==> src/rtl/p2_rtl_pkg.sv <==
`default_nettype none
// ============================================================================
// Module      : p2_rtl_pkg
// Description : Shared constants and helpers for the p2_rtl function unit.
// Revision    : 1.0 - initial release
// ============================================================================
package p2_rtl_pkg;

    localparam logic [7:0] P2_TT_DEFAULT          = 8'hEA;
    localparam int         P2_SYNC_STAGES_DEFAULT = 2;

    function automatic logic [1:0] popcount3(input logic [2:0] v);
        return {1'b0, v[2]} + {1'b0, v[1]} + {1'b0, v[0]};
    endfunction

endpackage : p2_rtl_pkg
`default_nettype wire

==> src/rtl/p2_sync.sv <==
`default_nettype none
// ============================================================================
// Module      : p2_sync
// Description : Single-bit multi-flop synchronizer, async active-low reset.
// Revision    : 1.0 - initial release
// ============================================================================
module p2_sync #(
    parameter int STAGES = 2
) (
    input  logic clk,
    input  logic rst_n,
    input  logic i_d,
    output logic o_q
);

    logic [STAGES-1:0] r_sync;

    always_ff @(posedge clk or negedge rst_n) begin
        if (!rst_n) begin
            r_sync <= '0;
        end else begin
            r_sync <= {r_sync[STAGES-2:0], i_d};
        end
    end

    assign o_q = r_sync[STAGES-1];

endmodule : p2_sync
`default_nettype wire

==> src/rtl/p2_rtl.sv <==
`default_nettype none
// ============================================================================
// Module      : p2_rtl
// Description : Registered 3-input truth-table function unit with edge and
//               non-Gray step flags, for asynchronous switch inputs.
// Revision    : 1.0 - initial release
// ============================================================================
module p2_rtl
    import p2_rtl_pkg::*;
#(
    parameter logic [7:0] TRUTH_TABLE = P2_TT_DEFAULT,
    parameter int         SYNC_STAGES = P2_SYNC_STAGES_DEFAULT
) (
    input  logic       clk,
    input  logic       rst_n,
    input  logic       a,
    input  logic       b,
    input  logic       c,
    output logic       f,
    output logic [2:0] abc_q,
    output logic       f_rise,
    output logic       f_fall,
    output logic       step_err,
    output logic       step_err_sticky
);

    logic [2:0] w_raw;
    logic [2:0] w_s;
    logic       w_f_next;
    logic       w_step_bad;

    logic [2:0] r_abc_q;
    logic       r_f;
    logic       r_f_rise;
    logic       r_f_fall;
    logic       r_step_err;
    logic       r_step_err_sticky;

    assign w_raw = {a, b, c};

    // Each bit is synchronized independently, so a multi-bit input change
    // may land across different clocks; the step check exposes that.
    generate
        for (genvar gi = 0; gi < 3; gi++) begin : g_sync
            p2_sync #(
                .STAGES (SYNC_STAGES)
            ) u_sync (
                .clk   (clk),
                .rst_n (rst_n),
                .i_d   (w_raw[gi]),
                .o_q   (w_s[gi])
            );
        end
    endgenerate

    assign w_f_next   = TRUTH_TABLE[w_s];
    assign w_step_bad = (popcount3(w_s ^ r_abc_q) >= 2'd2);

    always_ff @(posedge clk or negedge rst_n) begin
        if (!rst_n) begin
            r_abc_q           <= 3'b000;
            r_f               <= 1'b0;
            r_f_rise          <= 1'b0;
            r_f_fall          <= 1'b0;
            r_step_err        <= 1'b0;
            r_step_err_sticky <= 1'b0;
        end else begin
            r_abc_q           <= w_s;
            r_f               <= w_f_next;
            r_f_rise          <= w_f_next & ~r_f;
            r_f_fall          <= ~w_f_next & r_f;
            r_step_err        <= w_step_bad;
            r_step_err_sticky <= r_step_err_sticky | w_step_bad;
        end
    end

    assign f               = r_f;
    assign abc_q           = r_abc_q;
    assign f_rise          = r_f_rise;
    assign f_fall          = r_f_fall;
    assign step_err        = r_step_err;
    assign step_err_sticky = r_step_err_sticky;

endmodule : p2_rtl
`default_nettype wire

==> config.mk <==
export PLATFORM = sky130hd
export DESIGN_NAME = p2_rtl
export DESIGN_NICKNAME = d
export VERILOG_FILES = /design/src/rtl/p2_rtl_pkg.sv /design/src/rtl/p2_sync.sv /design/src/rtl/p2_rtl.sv
export SDC_FILE = /design/constraint.sdc
export NUM_CORES = 1
export LEC_CHECK = 0
export ABC_AREA = 1
export CORE_ASPECT_RATIO = 0.75
export CORE_MARGIN = 5
export CORE_UTILIZATION = 25
export DETAILED_ROUTE_END_ITERATION = 8
export PLACE_DENSITY_LB_ADDON = 0.12
export SYNTH_ARGS = -nofsm -noshare
export SYNTH_HDL_FRONTEND = slang
export SYNTH_HIERARCHICAL = 1
export SYNTH_SLANG_ARGS = --single-unit
==> constraint.sdc <==
create_clock -name clk -period 1.8 [get_ports clk]
set_clock_uncertainty 0.15 [all_clocks]
set_input_delay 0.54 -clock clk [delete_from_list [all_inputs] [get_ports clk]]
set_output_delay 0.54 -clock clk [all_outputs]
set_load 0.01 [all_outputs]
Yosys cells after proc, flatten, opt, wreduce, memory -nomap -nowiden
Memory sizes are Yosys's and may differ from the RTL's.
Cells that the tools add are included.
- register bits after elaboration: 14
- latch bits: 0
- bits in writable memories: 0
- bits in read-only memories: 8
- output and inout bits: 8
- logic and storage cells: 21
- memories kept: 1
- memories (memory ; words ; width ; read ports ; clocked after memory_dff ; write ports ; line ; RTL):
    (no name shown) ; 8 ; 1 ; 1 ; 0 ; 0 ; p2_rtl.sv:56 ; assign w_f_next = TRUTH_TABLE[w_s];
- add/sub/neg operators: 2
- $mul: 0
- divide/modulo/power cells: 0
- order comparisons: 2
- equal/unequal tests: 0
- shift operators: 0
- muxes and demuxes: 1
- bitwise operators: 6
- reductions and logical operators: 0
- operators with widths (kind ; number):
    3-bit by 4-bit < comparator with 1-bit output, second input constant ; 1
    3-bit XOR ; 1
    1-bit by 1-bit adder with 2-bit output ; 1
    2-bit by 1-bit adder with 2-bit output ; 1
    1-bit AND ; 2
    2-bit >= comparator, second input constant ; 1
    1-bit inverter ; 2
    1-bit 2-to-1 mux ; 1
    1-bit OR ; 1

Logic depth before layout (Yosys ltp)
- depth after elaboration: 5
- depth in mapped cells: 4

By module
Netlist, hierarchy kept.
- by module, submodules not included (module ; times used ; cells each ; area each (sq um) ; seq. area each (sq um)):
    p2_rtl ; 1 ; 24 ; 287.8 ; 200.2
    p2_sync ; 3 ; 2 ; 50.0 ; 50.0

Worst setup path before layout
OpenSTA, ideal clock, no wires.
- path kind: reg-to-reg
- from: register r_abc_q[0], in the netlist abc_q[0]
- to: register r_step_err_sticky, in the netlist step_err_sticky
- setup time: 0.126 ns
- arrival: 0.983 ns
- setup slack: 0.541 ns
- stages on the path, launching flop included: 5
- buffers on the path: 0
- clock period less this slack: 1.259 ns
- path through: dfrtp_1 -> xor2_1 -> ha_1 -> nand3_1 -> nand3_1
- longest elaborated chain between the ends: 4
- ends and longest elaborated chain (element ; line ; RTL):
    from (decl) ; p2_rtl.sv:32 ; logic [2:0] r_abc_q;
    from (signal assigned) ; p2_rtl.sv:68 ; r_abc_q <= w_s;
    3-bit XOR ; p2_rtl.sv:57 ; assign w_step_bad = (popcount3(w_s ^ r_abc_q) >= 2'd2);
    2-bit by 1-bit adder with 2-bit output ; p2_rtl_pkg.sv:13 ; return {1'b0, v[2]} + {1'b0, v[1]} + {1'b0, v[0]};
    2-bit >= comparator ; p2_rtl.sv:57 ;
    1-bit OR ; p2_rtl.sv:73 ; r_step_err_sticky <= r_step_err_sticky | w_step_bad;
    to (signal assigned) ; p2_rtl.sv:73 ;
    to (decl) ; p2_rtl.sv:37 ; logic r_step_err_sticky;
Every way passes these cells.

Final worst setup path
- from: register r_abc_q[1], in the netlist abc_q[1]
- to: output port abc_q[1]
- RTL lines (element ; line ; RTL):
    to (decl) ; p2_rtl.sv:20 ; output logic [2:0] abc_q,
No word-level cell between the ends.

==> results.cfg <==
[critical_path]
crit_start = abc_q[1]
r2r-start = g_sync[0].u_sync/r_sync[1]
reg2reg_depth = 4
crit_slowest_cell = dfrtp_1
r2r-end = step_err_sticky
crit_chain = dlygate4sd2_1
crit_arrival_ns = 0.97
critical_path.top_delay_family = flip-flops
critPathMaxStageDelay_ns = 0.40
worstPathRequired_ns = 1.11
worstPathMaxFanout = 3
critical_path_class = flip-flop to output port
cp.buffers_inverters = 1
critPathLaunchType = flip-flop
r2r_setup_slack_ns = 0.47
endpoint_kind = output port

[hold_path]
hold_depth = 0
hold-path-endpoint = g_sync[0].u_sync/r_sync[1]
min-delay-start = g_sync[0].u_sync/r_sync[0]
min_path_type = flip-flop to flip-flop

[status]
status = complete, no violations

[timing]
timing.final.crit_period_ns = 1.66
hold_violations = 0
fmax_mhz = 604
tightest_slew_ns = 0.175
slew_violations = 0
finalSetupTns_ns = 0
finalSetupViolCount = 0
slew_headroom_pct = 88.4
post-route-period-util_pct = 92.0
rsz0062_at_grt = no

[die]
die_w_um = 58.3
coreArea_um2 = 1690
row_count = 13
dieArea_um2 = 2700
die_h_um = 46.2
start_util_pct = 25.9
io_pins = 13

[routing]
route.detailed.drc = 0
antenna_left = 0
dr.pass1.iters = 2
post_drt_wl_per_cell_um = 9.57
totalWireLength_um = 660
vias = 253
drt_iter0_drc = 2
viasPerCell = 3.67

[global_routing]
grt_pass1_vias = 226
grt_usage_pct = 5.69
overflow = 0
antenna_found_initial = 0
grt_max_degree = 15
grt_pass1_wl_um = 972

[cts]
clkTransAtPathRegs_ns = 0.08
cts.repair_timing.setup_buffer_count = 0
clk_latency_ns = 0.27
cts.sinks = 14
cts_resized = 8
cts_buffers = 3
ctsHoldBuffers = 0
htreeDepth = 1
clockBufferDepth = 2
clock-root-buffer = clkbuf_4
cts_tree = built

[synth]
syn_inst = 30
yosysSeqAreaShare_pct = 80.0
ys_ff_latch = 14
avgSynthCellArea_um2 = 14.6
synth_nets = 36
ys_warn_count = 6
syn_area_um2 = 438
ys_types = 9

[finish]
final_cell_mix = 14 x dfrtp_1, 8 x dlygate4sd2_1, 5 x inv_1, 4 x clkdlybuf4s50_1
antenna_cells = 0
nNetsFinal = 54
stdcell_count = 69
drive_gt1_share_pct = 10.6
area_delta_synth_final_pct = 41.4
final_common_cell = dfrtp_1

[power_and_ir_drop]
leakagePower_nw = 0.314
vdd_drop_max_mv = 0.709
p_per_area_nw_per_um2 = 993

[placement]
gp_congestion = 0.705
hpwlAfterDp_um = 510
dp_cells = 65
io_buffers = 12

[run]
maxCapViolCount = 0
-- report_power, final --
part / switching (W) / internal [W]
logic: 0.0000281 / 0.0000292
clock network: 0.0000937 / 0.000123
registers: 0.00000807 / 0.000333
-- cells by family after synthesis --
logic type	share of synthesized area (%)
XOR/XNOR	4.00
buffers and inverters	4.29
AO/OA/AOI/OAI	1.71
AND/OR/NAND/NOR	7.14
flip-flops	80.0
adder cells (fa/ha/maj)	2.86
-- how the worst max path moves through the flow --
stage / endpoint / cells past startpoint / slack [ns]
6_report: abc_q[1] / 1 / 0.14
5_1_grt: abc_q[0] / 1 / 0.11
2_1_floorplan: step_err_sticky / 4 / 0.54
3_3_place_gp: abc_q[2] / 1 / 0.22
4_1_cts: abc_q[1] / 1 / 0.13
3_5_place_dp: abc_q[1] / 1 / 0.21
-- area by class of cell --
type | count | area, µm²
Clock buffer | 4 | 36.3
Tap cell | 22 | 27.5
Multi-Input combinational cell | 11 | 68.8
Timing Repair Buffer | 13 | 118
Inverter | 5 | 18.8
Fill cell | 175 | 1070
Sequential cell | 14 | 350
-- state kept, by name, indices dropped and copies added, names as in the netlist --
name                  flops
f                         1
g_sync.u_sync/r_sync      6
abc_q                     3
f_fall                    1
f_rise                    1
step_err_sticky           1
step_err                  1
-- through the flow --
step	util, %	worst slack (ns)	cell area [µm²]	total power (W)	hold slack, ns
4_1_cts	36.6	0.125	619	0.000630	0.206
6_report	36.6	0.145	619	0.000615	0.205
3_3_place_gp	35.1	0.224	593	0.000412	0.184
5_1_grt	36.6	0.107	619	0.000652	0.220
3_5_place_dp	35.1	0.209	593	0.000416	0.188
2_1_floorplan	-	0.541	438	0.000369	0.0944
-- synthesized netlist by cell type --
cell     instances  area (µm²)
a21o_1           1        7.51
inv_1            5        18.8
ha_1             1        12.5
nand3_1          2        10.0
nor2_1           1        3.75
xor2_1           2        17.5
dfrtp_1         14         350
and2_1           1        6.26
nand2_1          3        11.3
-- per-layer routing --
layer  part of all wire [%]  GRT usage [%]  up-vias
li1                       -              -      124
met1                     38           4.48      120
met2                     49           8.69        9
met3                     13           5.60        0
met4                      0           4.17        0
met5                      0              0        -
Note: power is estimated with default switching activity, not from simulation.
